==> src/rtl/decode_pkg.sv <==
// Shared decode definitions: RV64I major opcodes, opcode class codes and buffer states.
package decode_pkg;

    localparam logic [6:0] OpcLoad    = 7'h03;
    localparam logic [6:0] OpcOpImm   = 7'h13;
    localparam logic [6:0] OpcAuipc   = 7'h17;
    localparam logic [6:0] OpcOpImm32 = 7'h1b;
    localparam logic [6:0] OpcStore   = 7'h23;
    localparam logic [6:0] OpcOp      = 7'h33;
    localparam logic [6:0] OpcLui     = 7'h37;
    localparam logic [6:0] OpcOp32    = 7'h3b;
    localparam logic [6:0] OpcBranch  = 7'h63;
    localparam logic [6:0] OpcJalr    = 7'h67;
    localparam logic [6:0] OpcJal     = 7'h6f;
    localparam logic [6:0] OpcMiscMem = 7'h0f;
    localparam logic [6:0] OpcSystem  = 7'h73;

    typedef enum logic [3:0] {
        ClsOp       = 4'd0,
        ClsOpImm    = 4'd1,
        ClsLoad     = 4'd2,
        ClsStore    = 4'd3,
        ClsBranch   = 4'd4,
        ClsJal      = 4'd5,
        ClsJalr     = 4'd6,
        ClsLui      = 4'd7,
        ClsAuipc    = 4'd8,
        ClsOp32     = 4'd9,
        ClsOpImm32  = 4'd10,
        ClsFence    = 4'd11,
        ClsSystem   = 4'd12,
        ClsInvalid  = 4'd15
    } inst_class_e;

    typedef enum logic [1:0] {
        StEmpty = 2'd0,
        StOne   = 2'd1,
        StTwo   = 2'd2
    } buf_state_e;

endpackage

==> src/rtl/decode_issue_ctrl_imm_gen.sv <==
// Immediate generator: sign-extended RV64I immediate selected by the major opcode's format.
module decode_issue_ctrl_imm_gen
    import decode_pkg::*;
#(
    parameter int unsigned DATA_LEN = 64
) (
    input  logic [31:0]         inst,
    output logic [DATA_LEN-1:0] imm
);

    always_comb begin
        imm = '0;
        case (inst[6:0])
            OpcLoad, OpcOpImm, OpcOpImm32, OpcJalr, OpcMiscMem, OpcSystem:
                imm = {{(DATA_LEN-12){inst[31]}}, inst[31:20]};
            OpcStore:
                imm = {{(DATA_LEN-12){inst[31]}}, inst[31:25], inst[11:7]};
            OpcBranch:
                imm = {{(DATA_LEN-12){inst[31]}}, inst[7], inst[30:25], inst[11:8], 1'b0};
            OpcLui, OpcAuipc:
                imm = {{(DATA_LEN-32){inst[31]}}, inst[31:12], 12'b0};
            OpcJal:
                imm = {{(DATA_LEN-20){inst[31]}}, inst[19:12], inst[20], inst[30:21], 1'b0};
            default:
                imm = '0;
        endcase
    end

endmodule

==> src/rtl/decode_issue_ctrl.sv <==
// Decode-stage issue buffer with immediate/class decode of the head entry.
// Define DECODE_SKID_EN for the two-entry skid buffer with a registered in_ready_o.
module decode_issue_ctrl
    import decode_pkg::*;
#(
    parameter int unsigned         DATA_LEN = 64,
    parameter logic [DATA_LEN-1:0] RESET_PC = '0
) (
    input  logic                clk,
    input  logic                rst_n,
    input  logic                in_valid_i,
    output logic                in_ready_o,
    input  logic [31:0]         in_inst_i,
    input  logic [DATA_LEN-1:0] in_pc_i,
    input  logic                flush_i,
    output logic                out_valid_o,
    input  logic                out_ready_i,
    output logic [31:0]         out_inst_o,
    output logic [DATA_LEN-1:0] out_pc_o,
    output logic [DATA_LEN-1:0] out_imm_o,
    output logic [3:0]          out_class_o,
    output logic                out_illegal_o
);

    function automatic inst_class_e classify(input logic [31:0] inst);
        if (inst[1:0] != 2'b11) begin
            return ClsInvalid;
        end
        case (inst[6:0])
            OpcOp:      return ClsOp;
            OpcOpImm:   return ClsOpImm;
            OpcLoad:    return ClsLoad;
            OpcStore:   return ClsStore;
            OpcBranch:  return ClsBranch;
            OpcJal:     return ClsJal;
            OpcJalr:    return ClsJalr;
            OpcLui:     return ClsLui;
            OpcAuipc:   return ClsAuipc;
            OpcOp32:    return ClsOp32;
            OpcOpImm32: return ClsOpImm32;
            OpcMiscMem: return ClsFence;
            OpcSystem:  return ClsSystem;
            default:    return ClsInvalid;
        endcase
    endfunction

    buf_state_e          state_q, state_d;
    logic [31:0]         head_inst_q, head_inst_d;
    logic [DATA_LEN-1:0] head_pc_q, head_pc_d;
`ifdef DECODE_SKID_EN
    logic [31:0]         tail_inst_q, tail_inst_d;
    logic [DATA_LEN-1:0] tail_pc_q, tail_pc_d;
`endif
    logic                in_xfer, out_xfer;
    inst_class_e         head_class;

`ifdef DECODE_SKID_EN
    // Ready comes only from the state register, so execute's ready never reaches fetch.
    assign in_ready_o = !flush_i && (state_q != StTwo);
`else
    assign in_ready_o = !flush_i && ((state_q == StEmpty) || out_ready_i);
`endif
    assign out_valid_o = (state_q != StEmpty) && !flush_i;
    assign in_xfer     = in_valid_i && in_ready_o;
    assign out_xfer    = out_valid_o && out_ready_i;

    always_comb begin
        state_d     = state_q;
        head_inst_d = head_inst_q;
        head_pc_d   = head_pc_q;
`ifdef DECODE_SKID_EN
        tail_inst_d = tail_inst_q;
        tail_pc_d   = tail_pc_q;
`endif
        if (flush_i) begin
            state_d = StEmpty;
        end else begin
            unique case (state_q)
                StEmpty: begin
                    if (in_xfer) begin
                        state_d     = StOne;
                        head_inst_d = in_inst_i;
                        head_pc_d   = in_pc_i;
                    end
                end
                StOne: begin
                    if (in_xfer && out_xfer) begin
                        head_inst_d = in_inst_i;
                        head_pc_d   = in_pc_i;
                    end else if (out_xfer) begin
                        state_d = StEmpty;
`ifdef DECODE_SKID_EN
                    end else if (in_xfer) begin
                        state_d     = StTwo;
                        tail_inst_d = in_inst_i;
                        tail_pc_d   = in_pc_i;
`endif
                    end
                end
`ifdef DECODE_SKID_EN
                StTwo: begin
                    if (out_xfer) begin
                        state_d     = StOne;
                        head_inst_d = tail_inst_q;
                        head_pc_d   = tail_pc_q;
                    end
                end
`endif
                default: state_d = StEmpty;
            endcase
        end
    end

    always_ff @(posedge clk or negedge rst_n) begin
        if (!rst_n) begin
            state_q     <= StEmpty;
            head_inst_q <= '0;
            head_pc_q   <= RESET_PC;
`ifdef DECODE_SKID_EN
            tail_inst_q <= '0;
            tail_pc_q   <= RESET_PC;
`endif
        end else begin
            state_q     <= state_d;
            head_inst_q <= head_inst_d;
            head_pc_q   <= head_pc_d;
`ifdef DECODE_SKID_EN
            tail_inst_q <= tail_inst_d;
            tail_pc_q   <= tail_pc_d;
`endif
        end
    end

    decode_issue_ctrl_imm_gen #(
        .DATA_LEN (DATA_LEN)
    ) u_imm_gen (
        .inst (head_inst_q),
        .imm  (out_imm_o)
    );

    assign head_class    = classify(head_inst_q);
    assign out_inst_o    = head_inst_q;
    assign out_pc_o      = head_pc_q;
    assign out_class_o   = head_class;
    assign out_illegal_o = (head_class == ClsInvalid);

endmodule

==> config.mk <==
export PLATFORM = sky130hd
export DESIGN_NAME = decode_issue_ctrl
export DESIGN_NICKNAME = d
export VERILOG_FILES = /design/src/rtl/decode_pkg.sv /design/src/rtl/decode_issue_ctrl_imm_gen.sv /design/src/rtl/decode_issue_ctrl.sv
export SDC_FILE = /design/constraint.sdc
export NUM_CORES = 1
export LEC_CHECK = 0
export BUFFER_PORTS_ARGS = -buffer_cell sky130_fd_sc_hd__buf_2
export CAP_MARGIN = 20
export CELL_PAD_IN_SITES_DETAIL_PLACEMENT = 1
export CELL_PAD_IN_SITES_GLOBAL_PLACEMENT = 1
export CORE_MARGIN = 8
export CORE_UTILIZATION = 37
export DETAILED_ROUTE_END_ITERATION = 10
export GPL_ROUTABILITY_DRIVEN = 0
export PLACE_DENSITY = 0.95
export SLEW_MARGIN = 5
export SYNTH_ARGS = -nofsm -noshare
export SYNTH_HDL_FRONTEND = slang
export SYNTH_HIERARCHICAL = 1
export SYNTH_SLANG_ARGS = --single-unit
==> constraint.sdc <==
create_clock -name clk -period 8 [get_ports clk]
set_clock_uncertainty 0.15 [all_clocks]
set_input_delay 0.4 -clock clk [delete_from_list [all_inputs] [get_ports clk]]
set_output_delay 0.4 -clock clk [all_outputs]
set_load 0.05 [all_outputs]
==> results.yml <==
run_status:
  status: "completed"
global_route:
  grt_pass1_vias: 4416
  track_usage: 0.179
  grt-ovfl-total: 0
  grt_pass1_wl_mm: 24.7
  grt_max_degree: 67
  antenna_found_initial: 1
drt:
  drtIter0Drc: 163
  num_vias: 3820
  vias_per_cell: 4.92
  wire_per_inst_um: 20.3
  drcViolationCount: 0
  final_antenna_net_count: 0
  routed_wl_mm: 15.8
  first_pass_iters: 4
final_layout:
  syn_to_final_growth_pct: 29.9
  multi_input_area_um2: 2070
  final_cell_mix: "buf_2, dfrtp_1, mux2_2, mux2_4, a21o_1"
  fin_nets: 696
  layout-drive-gt1-share: 0.662
  nFillCells: 1482
  final_common_cell: "buf_2"
  regArea_um2: 2430
worst_setup_path:
  path_max_fanout: 33
  crit_chain: "nor2b_1 -> o21ai_1 -> a31oi_2 -> buf_2"
  arrival_ns: 2.96
  end_kind: "output pin"
  path_buf_inv: 1
  start_kind: "flop"
  r2r_setup_slack_ns: 5.27
  r2r_end: "out_pc_o[10]"
  path_delay_family: "compound AO/OA/AOI/OAI gates"
  cpPeakStageDelay_ns: 0.87
  worstPathRequired_ns: 7.45
  setup.worst_path.class: "reg2out"
  crit_slowest_cell: "dfrtp_1"
  rr_worst_depth: 5
  r2r_start: "state_q[0]"
  startpoint: "out_inst_o[2]"
pwr:
  p_per_area_nw_per_um2: 293
  sw_frac_of_total: 0.444
  power_frac_seq: 0.353
  netSwitchingPower_uw: 830
  p_clk_frac: 0.230
  ir_drop_uv: 155
  p_leak_nw: 3.42
  power_mw: 1.87
  comb_power_share: 0.417
  p_int_mw: 1.04
clock_network:
  cts.clk_slew.worst_paths_ns: 0.07
  cts.sinks: 97
  cts-buffers-inserted: 9
  post_cts_resized: 0
  cts.path.max_buffers: 2
  h-tree-depth: 3
  cts_tree: "done"
  cts_root_buf: "clkbuf_16"
  clk_latency_ns: 0.34
synthesis:
  syn_inst: 369
  ys_seq_elements: 97
  async_flop_share: 1.00
  syn_nets: 470
  synth_cell_type_count: 54
  synth_area_um2: 4910
  yosysWarnings: 6
  syn_avg_cell_area_um2: 13.3
  ys_seq_area_frac: 0.494
  synthFlopType: "dfrtp_1"
  synth_edf_count: 0
timing:
  min_period_ns: 3.51
  fmax_mhz: 285
  drv_slew: 0
  fin_crit_sh: 0.439
  worst_pin_slew_ns: 1.01
  relSlewSlack: 0.323
  finalSetupTns_ns: 0
  finalSetupViolations: 0
  hold_violations: 0
  rsz0062_at_grt: "false"
floorplan:
  core_um2: 13100
  ios: 268
  dieArea_um2: 17200
  fp.dieH_um: 131
  initial_core_util: 0.376
  rows: 42
  die_w_um: 131
min_path:
  min_path_cells: 2
  hp-start: "flush_i"
  min_to: "state_q[0]"
  hold_path.class: "in2reg"
flow_run:
  max_cap_viol_count: 0
place:
  port_buffers: 267
  dp_hpwl_mm: 12.4
==> through the flow <==
stage | cell area (µm²) | worst slack [ns] | hold WS (ns) | instances | util
2_1_floorplan | 4910 | 3.67 | -0.0456 | 369 | -
3_3_place_gp | 6080 | 5.01 | 0.246 | 759 | 0.465
3_5_place_dp | 6080 | 4.84 | 0.266 | 759 | 0.465
4_1_cts | 6380 | 4.46 | 0.0757 | 776 | 0.488
5_1_grt | 6380 | 4.18 | 0.0816 | 777 | 0.488
6_report | 6380 | 4.49 | 0.0870 | 777 | 0.488
==> worst max path at each step <==
stage,cells after the start,end,slack [ns]
2_1_floorplan,5,out_imm_o[32],3.67
3_3_place_gp,4,out_imm_o[56],5.01
3_5_place_dp,4,out_imm_o[59],4.84
4_1_cts,4,out_imm_o[59],4.46
5_1_grt,4,out_imm_o[59],4.18
6_report,4,out_imm_o[59],4.49
==> Yosys cell counts, types with 6 or more instances <==
| cell | instances | share of area |
|---|---|---|
| nor2_1 | 11 | 0.0084 |
| dfrtp_1 | 97 | 0.49 |
| a21o_1 | 20 | 0.031 |
| and3_1 | 8 | 0.010 |
| buf_6 | 11 | 0.025 |
| nand2_1 | 10 | 0.0076 |
| buf_4 | 32 | 0.049 |
| mux2_2 | 56 | 0.13 |
| nor2b_1 | 7 | 0.0089 |
| o21ai_0 | 6 | 0.0061 |
| buf_2 | 8 | 0.0081 |
| mux2_4 | 40 | 0.12 |
==> registers in the layout, indices dropped and copies added (netlist names) <==
register / flops
out_pc_o: 64
out_inst_o: 32
state_q: 1
==> logic make-up after synthesis <==
| logic type | Yosys count | share of synthesized area |
|---|---|---|
| mux | 98 | 0.255 |
| flops | 97 | 0.494 |
| xor+xnor | 1 | 0.00178 |
| buf+inv | 58 | 0.0876 |
| compound gates | 55 | 0.0866 |
| simple gates | 60 | 0.0756 |
==> routing by layer <==
metal | global-route usage | vias up | wire length, µm
li1 | - | 1726 | -
met1 | 0.184 | 1895 | 5900
met2 | 0.319 | 179 | 8130
met3 | 0.0762 | 20 | 1460
met4 | 0.0651 | 0 | 313
met5 | 0 | - | 0
==> worst register-to-register path, stage by stage (launching register included) <==
cell and delay, ns:
dfrtp_1 0.37, nor2b_4 0.13, nor2_1 0.12, and2_4 0.47, buf_4 0.87, mux2_2 0.51
==> power groups by stage <==
| stage | clock network, mW | registers [mW] | logic [mW] |
|---|---|---|---|
| floorplan | 0 | 0.931 | 0.333 |
| global placement | 0 | 0.658 | 0.767 |
| detailed placement | 0 | 0.669 | 0.785 |
| CTS | 0.442 | 0.661 | 0.787 |
| global route | 0.462 | 0.675 | 0.812 |
| finish | 0.430 | 0.660 | 0.778 |
==> timing repair <==
action | 4_1_cts | 5_1_grt
endpoints found under the setup margin | 0 | 0
hold buffers | 1 | 0
setup buffers | 0 | 0
endpoints found under the hold margin | 39 | 0
==> layout make-up <==
class / instances / area share
diodes: 1 / 0.000392
clock buffers: 12 / 0.0370
multi-input cells: 214 / 0.324
flip-flops and latches: 97 / 0.380
clock inverters: 4 / 0.00823
repair buffers: 271 / 0.215
inverters: 2 / 0.00118
well taps: 176 / 0.0345
(Power assumes the default switching activity.)
